$ cat src/rtl/serial_subtractor_pkg.sv
// Shared state encoding, default width and counter sizing for the bit-serial subtractor.
package serial_subtractor_pkg;

    typedef enum logic [1:0] {
        ST_IDLE = 2'd0,
        ST_RUN  = 2'd1,
        ST_DONE = 2'd2
    } sub_state_e;

    localparam int SUB_WIDTH_DEFAULT = 8;

    // Bits needed to count 0 .. value-1.
    function automatic int clog2(input int value);
        int r = 0;
        for (int v = value - 1; v > 0; v = v >> 1) r++;
        return r;
    endfunction

endpackage

$ cat src/rtl/full_sub_cell.sv
// Single-bit full subtractor: d = x - y - bin, bout is the borrow into the next bit.
module full_sub_cell (
    input  logic x,
    input  logic y,
    input  logic bin,
    output logic d,
    output logic bout
);

    assign d    = x ^ y ^ bin;
    assign bout = (~x & y) | (~(x ^ y) & bin);

endmodule

$ cat src/rtl/serial_subtractor.sv
// Bit-serial unsigned a - b, LSB first, one full_sub_cell and a registered borrow.
// Optional signed-overflow output enabled by SERIAL_SUBTRACTOR_OVF_EN.
module serial_subtractor
    import serial_subtractor_pkg::*;
#(
    parameter int WIDTH = SUB_WIDTH_DEFAULT
) (
    input  logic             clk,
    input  logic             rst,
    input  logic             start,
    input  logic [WIDTH-1:0] a,
    input  logic [WIDTH-1:0] b,
    output logic             busy,
    output logic             done,
    output logic [WIDTH-1:0] diff,
    output logic             borrow_out
`ifdef SERIAL_SUBTRACTOR_OVF_EN
    ,
    output logic             ovf
`endif
);

    localparam int             CW   = clog2(WIDTH);
    localparam logic [CW-1:0]  LAST = CW'(WIDTH - 1);

    sub_state_e       state;
    logic [WIDTH-1:0] sa, sb, res;
    logic [CW-1:0]    cnt;
    logic             brw;
    logic             d, bout;
`ifdef SERIAL_SUBTRACTOR_OVF_EN
    logic             a_msb, b_msb;
`endif

    full_sub_cell u_cell (
        .x    (sa[0]),
        .y    (sb[0]),
        .bin  (brw),
        .d    (d),
        .bout (bout)
    );

    always_ff @(posedge clk) begin
        if (rst) begin
            state      <= ST_IDLE;
            busy       <= 1'b0;
            done       <= 1'b0;
            diff       <= '0;
            borrow_out <= 1'b0;
            brw        <= 1'b0;
            cnt        <= '0;
            sa         <= '0;
            sb         <= '0;
            res        <= '0;
`ifdef SERIAL_SUBTRACTOR_OVF_EN
            ovf        <= 1'b0;
            a_msb      <= 1'b0;
            b_msb      <= 1'b0;
`endif
        end else begin
            case (state)
                ST_IDLE: begin
                    if (start) begin
                        sa    <= a;
                        sb    <= b;
                        brw   <= 1'b0;
                        cnt   <= '0;
                        busy  <= 1'b1;
                        state <= ST_RUN;
`ifdef SERIAL_SUBTRACTOR_OVF_EN
                        a_msb <= a[WIDTH-1];
                        b_msb <= b[WIDTH-1];
`endif
                    end
                end
                ST_RUN: begin
                    sa  <= sa >> 1;
                    sb  <= sb >> 1;
                    res <= {d, res[WIDTH-1:1]};
                    brw <= bout;
                    cnt <= cnt + 1'b1;
                    // Final bit: publish the aligned result directly so diff only moves here.
                    if (cnt == LAST) begin
                        state      <= ST_DONE;
                        busy       <= 1'b0;
                        done       <= 1'b1;
                        diff       <= {d, res[WIDTH-1:1]};
                        borrow_out <= bout;
`ifdef SERIAL_SUBTRACTOR_OVF_EN
                        ovf        <= (a_msb != b_msb) && (d != a_msb);
`endif
                    end
                end
                ST_DONE: begin
                    done  <= 1'b0;
                    state <= ST_IDLE;
                end
                default: begin
                    busy  <= 1'b0;
                    done  <= 1'b0;
                    state <= ST_IDLE;
                end
            endcase
        end
    end

endmodule

$ cat config.mk
export PLATFORM = sky130hd
export DESIGN_NAME = serial_subtractor
export DESIGN_NICKNAME = d
export VERILOG_FILES = /design/src/rtl/serial_subtractor_pkg.sv /design/src/rtl/full_sub_cell.sv /design/src/rtl/serial_subtractor.sv
export SDC_FILE = /design/constraint.sdc
export NUM_CORES = 1
export LEC_CHECK = 0
export CELL_PAD_IN_SITES_DETAIL_PLACEMENT = 1
export CELL_PAD_IN_SITES_GLOBAL_PLACEMENT = 1
export CORE_MARGIN = 2
export CORE_UTILIZATION = 44
export CTS_BUF_LIST = sky130_fd_sc_hd__clkbuf_2
export DETAILED_ROUTE_END_ITERATION = 8
export HOLD_SLACK_MARGIN = 0.05
export PLACE_DENSITY = 0.95
export SYNTH_ARGS = -nofsm -noshare
export SYNTH_HDL_FRONTEND = slang
export SYNTH_SLANG_ARGS = --single-unit
$ cat constraint.sdc
create_clock -name clk -period 4.7 [get_ports clk]
set_clock_uncertainty 0.2 [all_clocks]
set_input_delay 1.175 -clock clk [delete_from_list [all_inputs] [get_ports clk]]
set_output_delay 1.175 -clock clk [all_outputs]
set_load 0.01 [all_outputs]
# Word level (Yosys, flattened, before mapping)
# Index checks and enable logic that the tools add are counted.
[word_totals] register_bits=41 inputBits=19 output_inout_bits=11 elab_cells=48
[classes] add_sub_neg=1 n_eq_ne=5 n_mux=16 n_bitwise=9 n_reduce_logical=7
[op_table] operator="$pmux W8 S2" count=2
[op_table] operator="$mux W8" count=2
[op_table] operator="$reduce_and A2 Y1" count=4
[op_table] operator="$pmux W3 S2" count=1
[op_table] operator="$mux W1" count=4
[op_table] operator="$mux W2" count=2
[op_table] operator="$ne A2 B2 Y1 const B" count=2
[op_table] operator="$not A1 Y1" count=4
[op_table] operator="$pmux W1 S2" count=2
[op_table] operator="$pmux W2 S2" count=1
[op_table] operator="$add A3 B1 Y3 const B" count=1
[op_table] operator="$eq A3 B3 Y1 const B" count=1
[op_table] operator="$mux W3" count=1
[op_table] operator="$pmux W1 S3" count=1
[op_table] operator="$reduce_and A3 Y1" count=1
[op_table] operator="$and A1 B1 Y1" count=2
[op_table] operator="$eq A2 B1 Y1 const B" count=1
[op_table] operator="$eq A2 B2 Y1 const B" count=1
[op_table] operator="$logic_not A2 Y1" count=1
[op_table] operator="$reduce_bool A2 Y1" count=1
[op_table] operator="$xor A1 B1 Y1" count=2
[op_table] operator="$or A1 B1 Y1" count=1

# Depth between registers and ports, before layout
[logic_depth] word_depth=5 mapped_depth=6 depth_no_buf=5

# By module
# A second synthesis with hierarchy kept.
[unflattened] hier_cells=179 hier_area_um2=1690.4
[by_module_without_submodules] module="serial_subtractor" n_inst=1 cells_per_inst=175 area_each_um2=1659.1 seq_area_each_um2=800.8
[by_module_without_submodules] module="full_sub_cell" n_inst=1 cells_per_inst=4 area_each_um2=31.3 seq_area_each_um2=0.0

# Worst setup path after synthesis
# Ideal clock, no wire load.
[synth_path] path_type="input-to-reg" startpoint="input start" endpoint="register sa[0]" setup_time_ns=0.080 arrival_time_ns=1.772 t_required_ns=4.420 slack_ns=2.647 cell_stages=4 path_buffers=2 cell_sequence="o21ba_4 -> buf_6 -> buf_6 -> a211oi_2"
[synth_via] elab_chain_len=2
[synth_rtl] item="start: declaration" line="serial_subtractor.sv:10" source="input logic start,"
[synth_rtl] item="$ne A2 B2 Y1 (no line)"
[synth_rtl] item="$reduce_and A2 Y1 (no line)"
[synth_rtl] item="end signal: assignment" line="serial_subtractor.sv:77" source="sa <= sa >> 1;"
[synth_rtl] item="end: declaration" line="serial_subtractor.sv:27" source="logic [WIDTH-1:0] sa, sb, res;"
# Every way passes these cells.
# A chain may end at the register's enable or synchronous reset.

# Worst setup path after layout
[layout_path] startpoint="register busy" endpoint="output busy"
[layout_rtl] item="start: declaration" line="serial_subtractor.sv:13" source="output logic busy,"
[layout_rtl] item="start signal: assignment" line="serial_subtractor.sv:46" source="busy <= 1'b0;"
[layout_rtl] item="start signal: assignment" line="serial_subtractor.sv:68" source="busy <= 1'b1;"
[layout_rtl] item="start signal: assignment" line="serial_subtractor.sv:85" source="busy <= 1'b0;"
# No word-level cell between the ends.

==> impl_results.md <==
* HPWL Detailed at 2.48 mm
* Vias/cell at 5.22
* Post-CTS Hold Fix Bufs at 0
* Io pins at 30
* RR Startpoint: state[0]
* Vias in the first global route at 1327
* Combinational Power Share at 12.6%
* # DRC at 0
* Buf+Inv Stages, Crit Path at 1
* Setup crit end: busy
* Starting DRT DRC Count at 88
* Delay-heaviest family, CP: buffers and inverters
* Switch share at 26.6%
* Tcrit/Tclk final at 59.1%
* Synth warn at 0
* Rows at 22
* CP Capture Type: output pin
* RePlAce Congestion at 0.679
* DRT antenna net count at 0
* Syn avg cell area at 9.53 sq um
* Status: complete, no violations
* Initial antenna violation count at 0
* Antenna cells at 0
* Hold_sp: diff[1]
* Largest net degree at the start of global routing at 30
* Final min period at 2.78 ns
* Endpoints failing setup at 0
* Setup CP Type: reg2out
* Peak supply drop at 0.214 mV
* Hold Path Class: reg2reg
* Max frequency at 0.360 GHz
* Clock sinks at 40
* Total Neg Setup Slack at 0 ns
* Placed Area at 1950 sq um
* Post-synth cell types at 27
* Switching power of the nets at 0.178 mW
* Max-Cap Viols at 0
* Synth Instances at 177
* Number of CTS-inserted buffers at 5
* Die height at 65.9 microns
* Starting density of the core at 46.1%
* CP max stage cell: clkdlybuf4s50_1
* H-tree lvl count at 2
* First-pass GRT wire length at 6.54 mm
* Unrepaired setup endpoints after global routing: no
* Final WL at 3.70 mm
* Chip width at 65.9 microns
* DR WL/cell at 14.9 microns
* Crit. Startpoint: busy
* CTS tree: yes
* Post-synthesis net count at 199
* CTS resizes at 0
* Max clock buf depth at 2
* Root Driver: clkbuf_2
* Clock-pin slew on the worst setup and hold paths at 0.22 ns
* Slew Limit Fails at 0
* Buffers on Ports at 29
* GRT overflow at 0
* Flop pwr share at 55.8%
* Worst path depth at 1
* Area growth from synthesis to layout at 19.9%
* Worst Path Required at 3.32 ns
* Final net count at 222
* Drt first pass iters at 4
* Core ar. at 3660 sq um
* Lkg Pwr at 0.722 nW
* Relative slew slack at 22.4%
* CP Launch Type: register
* Synthesized area at 1690 sq um
* CP cell instances: clkdlybuf4s50_1
* Fin. Hold Viols at 0
* Power Internal at 0.492 mW
* Final instance area at 2020 sq um
* Pwr dens at 331 nW/um^2
* Vias at 1299
* Worst-path maximum fanout at 3
* R2R Setup Slk at 2.31 ns
* Reg2reg end: res[5]
* Worst EP arrival at 1.40 ns
* Total die area at 4340 sq um
* Global Route Usage Sum at 20.3%
* Share of cells above drive strength 1 at 10.9%
* Clk pwr share at 31.6%
* Sequential share of the synthesized area at 47.5%
* R2r worst-path depth at 3
* Setup bufs post-CTS at 0
* Clk_lat worst skew at 0.41 ns
* #FFs+latches synth at 40
* Fillers at 412
* Worst slew pin tran at 1.16 ns
* Crit-path max cell delay at 0.56 ns
-- sequential cells by signal (all words and copies together) (netlist names), 2 cells and up --
name and count:
diff 8, sa 8, sb 8, res 7, cnt 3, state 2
-- power by group through the flow --
stage	clock network, mW	logic, mW	registers, mW
final	0.212	0.0844	0.374
after global routing	0.233	0.0935	0.377
after global placement	0	0.0793	0.379
after floorplan	0	0.0669	0.371
after detailed placement	0	0.0836	0.380
after CTS	0.217	0.0856	0.374
-- kinds of logic after synthesis --
group                    share of synthesized area, %
buffers and inverters                            6.23
flip-flops                                       47.5
adder cells (fa/ha/maj)                          2.67
multiplexers                                     8.31
AND/OR/NAND/NOR                                  15.5
AO/OA/AOI/OAI                                    19.8
-- area by class of cell --
class	instances	area (sq um)	area share, %
repair buffers	30	298	14.7
multi-input cells	120	781	38.6
inverters	3	11.3	0.557
clock buffers	5	25.0	1.24
flip-flops and latches	40	801	39.6
well taps	48	60.1	2.97
clock inverters	3	46.3	2.29
-- placed cells by master (no fill, tap or decap), drive strengths merged --
master / count
a2bb2oi: 1
nand2b: 2
nor3b: 1
clkdlybuf4s50: 29
clkbuf: 5
o31ai: 1
bufinv: 1
nand3b: 1
or3b: 1
a22oi: 4
a21oi: 18
fa: 1
a211oi: 16
mux2i: 14
nor3: 1
clkinvlp: 1
nor2: 22
dfxtp: 40
o21ba: 1
o21bai: 1
and3b: 1
nand2: 30
inv: 4
buf: 1
nor2b: 2
ha: 2
-- worst min path at each step --
stage	end	slack [ns]	depth (start not counted)
2_1_floorplan	diff[0]	0.23	2
3_3_place_gp	diff[0]	0.24	2
3_5_place_dp	diff[1]	0.25	2
4_1_cts	diff[1]	0.27	2
5_1_grt	diff[1]	0.30	2
6_report	diff[1]	0.27	2
-- routing by layer --
metal	global-route usage, %	wire (microns)
met5	0	0
met4	9.11	41
met3	5.45	119
met2	32.6	1870
met1	25.5	1670
-- cells in the mapped netlist --
library cell | n | share of area [%]
buf_2 | 3 | 0.89
a21oi_1 | 18 | 5.3
o21bai_2 | 1 | 0.67
nor3b_1 | 1 | 0.45
o21ba_4 | 1 | 0.96
nor2_1 | 22 | 4.9
nand2_1 | 30 | 6.7
nand2b_1 | 2 | 0.74
mux2i_1 | 14 | 8.3
clkbuf_1 | 3 | 0.67
o31ai_1 | 1 | 0.45
ha_1 | 2 | 1.5
buf_1 | 1 | 0.22
nand3b_2 | 1 | 0.67
a2bb2oi_1 | 1 | 0.52
a22oi_1 | 4 | 1.8
nor2b_1 | 2 | 0.74
nor3_1 | 1 | 0.30
or3b_1 | 1 | 0.52
a211oi_1 | 6 | 2.7
dfxtp_1 | 40 | 47
buf_6 | 3 | 2.0
and3b_1 | 1 | 0.52
a211oi_2 | 10 | 7.4
buf_4 | 4 | 1.8
inv_1 | 3 | 0.67
fa_1 | 1 | 1.2
-- per-stage QoR --
stage / hold slack, ns / power (mW) / utilization, % / cells / worst slack, ns
floorplan: 0.232 / 0.438 / - / 177 / 2.65
global placement: 0.244 / 0.458 / 53.3 / 241 / 1.65
detailed placement: 0.250 / 0.464 / 53.3 / 241 / 1.58
CTS: 0.275 / 0.676 / 55.2 / 249 / 1.89
global route: 0.297 / 0.704 / 55.2 / 249 / 1.83
finish: 0.270 / 0.670 / 55.2 / 249 / 1.92
No activity file was read; power rests on OpenSTA's default activity.
